$ cat src/rtl/fir_pkg.sv
// fir_pkg: state encoding and shared constants for the FIR sequencer.
package fir_pkg;
  typedef enum logic [2:0] {IDLE, CLR, WAIT_X, MAC, OUT, DONE} state_t;
  localparam int TAPE_NUM = 11;
  localparam int ADDR_STRIDE = 4;
endpackage

$ cat src/rtl/fir_ring_ptr.sv
// fir_ring_ptr: modulo-N index register with wrap increment and a modular offset subtract.
module fir_ring_ptr #(
  parameter int N = 11,
  parameter int W = $clog2(N)
) (
  input  logic         clk,
  input  logic         rst_n,
  input  logic         clr,
  input  logic         inc,
  input  logic [W-1:0] off,
  output logic [W-1:0] idx,
  output logic [W-1:0] sub
);
  logic [W:0] diff;
  always_ff @(posedge clk or negedge rst_n)
    if (!rst_n) idx <= '0;
    else if (clr) idx <= '0;
    else if (inc) idx <= (idx == W'(N - 1)) ? '0 : idx + W'(1);
  // a borrow out of the subtract means we wrapped below zero: add N back
  assign diff = {1'b0, idx} - {1'b0, off};
  assign sub = diff[W] ? W'(diff + (W + 1)'(N)) : diff[W-1:0];
endmodule

$ cat src/rtl/fir_ctrl.sv
// fir_ctrl: FIR sequencer - clears the data ring, stores each sample, steps Tape_Num MAC
// addresses per sample and hands y to the output stream under ap_start/ap_idle/ap_done control.
module fir_ctrl
  import fir_pkg::*;
#(
  parameter int pADDR_WIDTH = 12,
  parameter int pDATA_WIDTH = 32,
  parameter int Tape_Num = TAPE_NUM
) (
  input  logic                   clk,
  input  logic                   rst_n,
  input  logic                   ap_start,
  input  logic [pDATA_WIDTH-1:0] data_length,
  output logic                   ap_idle,
  output logic                   ap_done,
  input  logic                   strm_valid,
  output logic                   fir_ready,
  output logic                   data_we,
  output logic                   data_zero,
  output logic [pADDR_WIDTH-1:0] data_addr,
  output logic [pADDR_WIDTH-1:0] tap_addr,
  output logic                   mac_clr,
  output logic                   mac_en,
  output logic                   y_valid,
  output logic                   y_last,
  input  logic                   y_ready
);
  localparam int IW = $clog2(Tape_Num);
  localparam int CW = $clog2(Tape_Num + 1);
  localparam logic [CW-1:0] LAST_C = CW'(Tape_Num - 1);
  localparam logic [CW-1:0] END_K = CW'(Tape_Num);
  state_t state;
  logic [CW-1:0] cnt;
  logic [pDATA_WIDTH-1:0] len, sample_cnt;
  logic [IW-1:0] wptr, rd_idx;
  logic accept, tap_phase;
  function automatic logic [pADDR_WIDTH-1:0] baddr(input logic [CW-1:0] i);
    return pADDR_WIDTH'(i) * pADDR_WIDTH'(ADDR_STRIDE);
  endfunction
  fir_ring_ptr #(.N(Tape_Num), .W(IW)) u_ring (
    .clk   (clk),
    .rst_n (rst_n),
    .clr   (state == CLR),
    .inc   (y_valid && y_ready),
    .off   (IW'(cnt)),
    .idx   (wptr),
    .sub   (rd_idx)
  );
  // the sample write happens in the accept cycle itself, so the WAIT_X strobes follow strm_valid
  assign fir_ready = state == WAIT_X;
  assign accept = fir_ready && strm_valid;
  assign tap_phase = state == MAC && cnt != END_K;
  assign data_we = state == CLR || accept;
  assign data_zero = state == CLR;
  assign mac_clr = accept;
  assign y_valid = state == OUT;
  assign y_last = y_valid && sample_cnt == len - pDATA_WIDTH'(1);
  assign tap_addr = tap_phase ? baddr(cnt) : '0;
  assign data_addr = state == CLR ? baddr(cnt) :
                     fir_ready ? baddr(CW'(wptr)) :
                     tap_phase ? baddr(CW'(rd_idx)) : '0;
  always_ff @(posedge clk or negedge rst_n)
    if (!rst_n) begin
      state <= IDLE;
      cnt <= '0;
      len <= '0;
      sample_cnt <= '0;
      ap_idle <= 1'b1;
      ap_done <= 1'b0;
      mac_en <= 1'b0;
    end else begin
      mac_en <= tap_phase;
      case (state)
        IDLE: if (ap_start) begin
          len <= data_length;
          sample_cnt <= '0;
          ap_done <= 1'b0;
          ap_idle <= 1'b0;
          cnt <= '0;
          state <= CLR;
        end
        CLR: if (cnt == LAST_C) begin
          cnt <= '0;
          state <= len == '0 ? DONE : WAIT_X;
        end else cnt <= cnt + CW'(1);
        WAIT_X: if (strm_valid) begin
          cnt <= '0;
          state <= MAC;
        end
        MAC: if (cnt == END_K) state <= OUT;
          else cnt <= cnt + CW'(1);
        OUT: if (y_ready) begin
          sample_cnt <= sample_cnt + pDATA_WIDTH'(1);
          state <= y_last ? DONE : WAIT_X;
        end
        DONE: begin
          ap_done <= 1'b1;
          ap_idle <= 1'b1;
          state <= IDLE;
        end
        default: state <= IDLE;
      endcase
    end
endmodule

$ cat config.mk
export PLATFORM = sky130hd
export DESIGN_NAME = fir_ctrl
export DESIGN_NICKNAME = d
export VERILOG_FILES = /design/src/rtl/fir_pkg.sv /design/src/rtl/fir_ring_ptr.sv /design/src/rtl/fir_ctrl.sv
export SDC_FILE = /design/constraint.sdc
export NUM_CORES = 1
export LEC_CHECK = 0
export ABC_CLOCK_PERIOD_IN_PS = 9100
export BUFFER_PORTS_ARGS = -buffer_cell sky130_fd_sc_hd__buf_2
export CAP_MARGIN = 40
export CORE_MARGIN = 5
export CORE_UTILIZATION = 40
export CTS_BUF_LIST = sky130_fd_sc_hd__clkbuf_16
export DETAILED_ROUTE_END_ITERATION = 6
export REMOVE_ABC_BUFFERS = 1
export SLEW_MARGIN = 20
export SYNTH_ARGS = -nofsm -noshare
export SYNTH_HDL_FRONTEND = slang
export SYNTH_HIERARCHICAL = 1
export SYNTH_SLANG_ARGS = --single-unit
$ cat constraint.sdc
create_clock -name clk -period 9.1 [get_ports clk]
set_clock_uncertainty 0.15 [all_clocks]
set_input_delay 0.91 -clock clk [delete_from_list [all_inputs] [get_ports clk]]
set_output_delay 0.91 -clock clk [all_outputs]
set_load 0.01 [all_outputs]
==> impl.org <==
** GRT
- The total overflow left after global routing is 0.
- Overall routing resource usage :: around 16%
- Entering global routing, the biggest net connects 42 pins.
- The first global-routing pass estimated between 20000 and 25000 um of wire.
- Number of antenna violations at the first check in global routing :: 0
- Number of global-route vias before repair :: between 4k and 5k

** Cells and area
- Number of inserted diodes :: 0
- The multi-input combinational cells in the finished layout cover a total of approximately 0.0031 mm2.
- Count of nets after finishing :: around 670
- Registers take 0.001953 mm2.
- In the final layout, the share of cells above drive strength 1 is a little under a fifth.
- Fill cells in the final layout number roughly 1.2k.
- The area growth from synthesis to layout is 13.47%.

** Timing
- F_max :: roughly 200 MHz
- Worst max-slew margin expressed relative to the limit :: slightly above 50%
- Setup repair after global routing left no endpoint under its margin.
- Hold timing on the final database bottoms out at a slack of between 300 and 400 ps.
- Crit path time final :: 4981 ps
- Setup TNS Final :: 0 ps
- Final setup violation count :: 0
- Count of endpoints failing hold in the final timing report :: 0
- For the pin with the worst max-slew slack, the measured transition is around 700 ps.
- Setup WS post-layout :: approximately 4100 ps
- The number of max-slew violations in the final report was 0.
- Post-route clock period utilization :: a little over half

** Run status
- Status :: finished with violations
- The final reports fail on DRC.

** Placed design
- Routability-driven placement finished with a final weighted congestion of about 0.86.
- Port Buffers :: 53
- Detailed-placement wirelength estimate :: ~9500 um
- Pre-CTS setup slack :: approximately 4500 ps

** Power and ir drop
- Per report_power, the clock group accounts for ~23% of the total.
- Power density normalized to cell area :: just under 300 mW/mm2
- The worst-case IR drop observed on VDD is between 0.09 and 0.1 mV.
- Comb pwr share :: roughly 43%
- Sequential cells burn 34.3% of the power.
- For this design the static power due to leakage is 2.598 nW.
- Of the total power, the share spent switching nets is approximately two fifths.
- Internal power component :: roughly 1.0 mW
- The analysis attributes to net switching a power of around 0.7 mW.

** Drt
- After detailed routing, the average wire length per cell comes to 15.70 um.
- For this run, the detailed router's first-pass iteration total came to 7.
- Number of antenna-violating nets in the routed design :: 0
- In the routed design, unresolved DRC markers number 8.
- Dividing the detail-routed via count by the number of cells gives roughly 5.4.
- Vias :: between 4k and 5k
- Final Routed Wirelength :: 12610 um
- For this block, the initial DRC count from the detailed router was 342.

** Setup path
- Data on the critical path arrives at its endpoint at a little under 4000 ps.
- Of all nets on the critical path, the largest fanout is 9.
- Required time at the worst-slack endpoint :: 8040 ps
- STA classifies the critical path startpoint as a register.
- STA classifies the critical path endpoint as an output port.
- Category of the critical setup timing path :: register to output port

** Die
- Die Area :: 0.01561 mm2
- 70 I/O pins were placed.
- After floorplanning, the core was sized to cover 0.01309 mm2.
- The die is approximately 120 um tall.
- Std-Cell Rows :: 42
- In this run the horizontal extent of the chip is about 120 um.
- Starting density of the core :: about two fifths

** Clocking
- Clock-pin slew was measured on the worst setup and hold paths at around 60 ps.
- Clock latency reported for the late side of the worst-skew pair :: approximately 340 ps
- The clock passes through at most 2 buffers.
- Total number of clock tree sinks :: slightly below 80
- The number of clock buffers added by TritonCTS is 9.
- Buffer type at the clock tree root :: sky130_fd_sc_hd__clkbuf_16
- Gates resized during post-CTS repair numbered 0.
- Clock tree from TritonCTS :: done
- Quantity of hold-fixing buffers added after cts :: 0
- Post-CTS Repair Setup Buffers :: 0
- H-Tree Level Count :: 3

** Synthesis
- Syn. warnings :: 6
- Counting flops with a built-in enable in the synthesized netlist gives 0.
- Among all flip-flop cells after synthesis, the most frequent one is sky130_fd_sc_hd__dfrtp_1.
- Number of flip-flops and latches in the synthesized netlist :: slightly below 80
- Of all flip-flops after synthesis, the portion carrying an async set or reset was between 90% and 100%.
- Synthesized instance count :: 576
- Distinct cell type count after synthesis :: 70
- Mean post-synth cell area :: around 9.2 um2
- Netlist Area Pre-Place :: between 0.005 and 0.006 mm2
- After synthesis, flip-flops and latches occupy a little under two fifths of the total area.

** Run
- Across the run, the number of max-cap violations was 0.

** Min path
- In this run the worst hold path is classified as register to register.
[worst max-delay path, stage by stage, from the launching register on]
cell and delay, ps:
sky130_fd_sc_hd__dfrtp_1 420, sky130_fd_sc_hd__inv_1 100, sky130_fd_sc_hd__ha_1 200, sky130_fd_sc_hd__nor3b_4 440, sky130_fd_sc_hd__nand3_4 160, sky130_fd_sc_hd__or4_1 610, sky130_fd_sc_hd__or4_4 590, sky130_fd_sc_hd__a221o_2 390
sky130_fd_sc_hd__nor4_1 220, sky130_fd_sc_hd__nand4_1 140, sky130_fd_sc_hd__nor2_1 160, sky130_fd_sc_hd__buf_2 160
[synthesized netlist by cell type (4+ instances only)]
library cell	count	area share, %
sky130_fd_sc_hd__nor4_1	9	1.1
sky130_fd_sc_hd__mux2_2	31	6.6
sky130_fd_sc_hd__o21ai_0	22	2.1
sky130_fd_sc_hd__and3_1	12	1.4
sky130_fd_sc_hd__nand3_1	26	2.5
sky130_fd_sc_hd__nand2_1	36	2.6
sky130_fd_sc_hd__a21oi_1	23	2.2
sky130_fd_sc_hd__nor2b_1	5	0.59
sky130_fd_sc_hd__xnor2_1	40	6.6
sky130_fd_sc_hd__inv_1	23	1.6
sky130_fd_sc_hd__and2_1	4	0.47
sky130_fd_sc_hd__nand2b_1	7	0.83
sky130_fd_sc_hd__buf_4	16	2.3
sky130_fd_sc_hd__or4_1	4	0.57
sky130_fd_sc_hd__dfrtp_1	77	36
sky130_fd_sc_hd__nor2_1	55	3.9
sky130_fd_sc_hd__a222oi_1	4	0.76
sky130_fd_sc_hd__ha_1	11	2.6
sky130_fd_sc_hd__o211ai_1	5	0.71
sky130_fd_sc_hd__a21o_1	4	0.57
sky130_fd_sc_hd__nor3_1	21	2.0
sky130_fd_sc_hd__or3_1	9	1.1
sky130_fd_sc_hd__xor2_1	26	4.3
sky130_fd_sc_hd__nand3b_1	6	0.85
sky130_fd_sc_hd__mux2i_1	6	1.1
sky130_fd_sc_hd__o31ai_1	4	0.57
sky130_fd_sc_hd__clkbuf_1	16	1.1
sky130_fd_sc_hd__nand4_1	13	1.5
[placed cells by master, fill, tap and decap left out, types with 7 or more instances in the layout]
cell type                   instances
sky130_fd_sc_hd__dfrtp_1           77
sky130_fd_sc_hd__nor2_1            55
sky130_fd_sc_hd__buf_2             53
sky130_fd_sc_hd__xnor2_1           40
sky130_fd_sc_hd__nand2_1           36
sky130_fd_sc_hd__mux2_2            31
sky130_fd_sc_hd__xor2_1            26
sky130_fd_sc_hd__nand3_1           26
sky130_fd_sc_hd__inv_1             24
sky130_fd_sc_hd__a21oi_1           23
sky130_fd_sc_hd__o21ai_0           22
sky130_fd_sc_hd__nor3_1            21
sky130_fd_sc_hd__conb_1            16
sky130_fd_sc_hd__nand4_1           13
sky130_fd_sc_hd__and3_1            11
sky130_fd_sc_hd__ha_1              11
sky130_fd_sc_hd__nor4_1             9
sky130_fd_sc_hd__or3_1              9
sky130_fd_sc_hd__clkbuf_16          9
sky130_fd_sc_hd__nand2b_1           7
[area by class of cell]
class                   instances  area share (%)
clock buffers                   9           3.756
clock inverters                 6           1.711
inverters                      24           1.503
multi-input cells             454           51.77
flip-flops and latches         78           32.58
well taps                     176           3.673
repair buffers                 56           5.008
[kinds of logic after synthesis]
kind of cell / after synthesis / share of synthesized area (%)
compound gates: 91 / 11.46
simple gates: 231 / 24.03
fa+ha+maj: 12 / 2.984
flops: 78 / 36.96
mux: 37 / 7.743
other cells: 1 / 0.07097
xor+xnor: 67 / 11.37
buf+inv: 59 / 5.375
[metal layers]
metal	share of wire [%]	global-route usage, %
met3	4.8	3.838
met2	47	25.76
met4	2.0	5.995
met5	0	0
met1	46	22.12
[per-stage QoR]
step	std cells	util (%)	area, um2	total power, mW
final	803	45.82	5996	1.734
after global routing	803	45.82	5996	1.857
after CTS	803	45.82	5996	1.743
after detailed placement	788	43.32	5668	1.333
after global placement	786	43.12	5643	1.308
after floorplan	556	-	5146	1.121
[final timing paths]
| check | end | cells after the start | slack [ps] | from |
|---|---|---|---|---|
| max | y_last | 11 | 4120 | len[0] |
| min reg2reg | ap_idle | 2 | 370 | ap_idle |
| min in group asynchronous | sample_cnt[15] | 1 | 390 | rst_n |
| max in group asynchronous | sample_cnt[1] | 2 | 7810 | rst_n |
| min | ap_idle | 2 | 370 | ap_idle |
| max reg2reg | state[1] | 9 | 5250 | len[0] |
[flip-flops by register name (all words and copies together), names as in the netlist]
signal,count
ap_done,1
ap_idle,1
cnt,4
len,32
mac_en,1
sample_cnt,32
state,3
u_ring/idx,4
[power groups by stage]
stage	Combinational, mW	Sequential (mW)	Clock, mW
after floorplan	0.564	0.557	0
after global placement	0.716	0.592	0
after detailed placement	0.732	0.602	0
after CTS	0.739	0.595	0.409
after global routing	0.818	0.617	0.422
final	0.738	0.595	0.401
No activity file was read; power rests on OpenSTA's default activity.
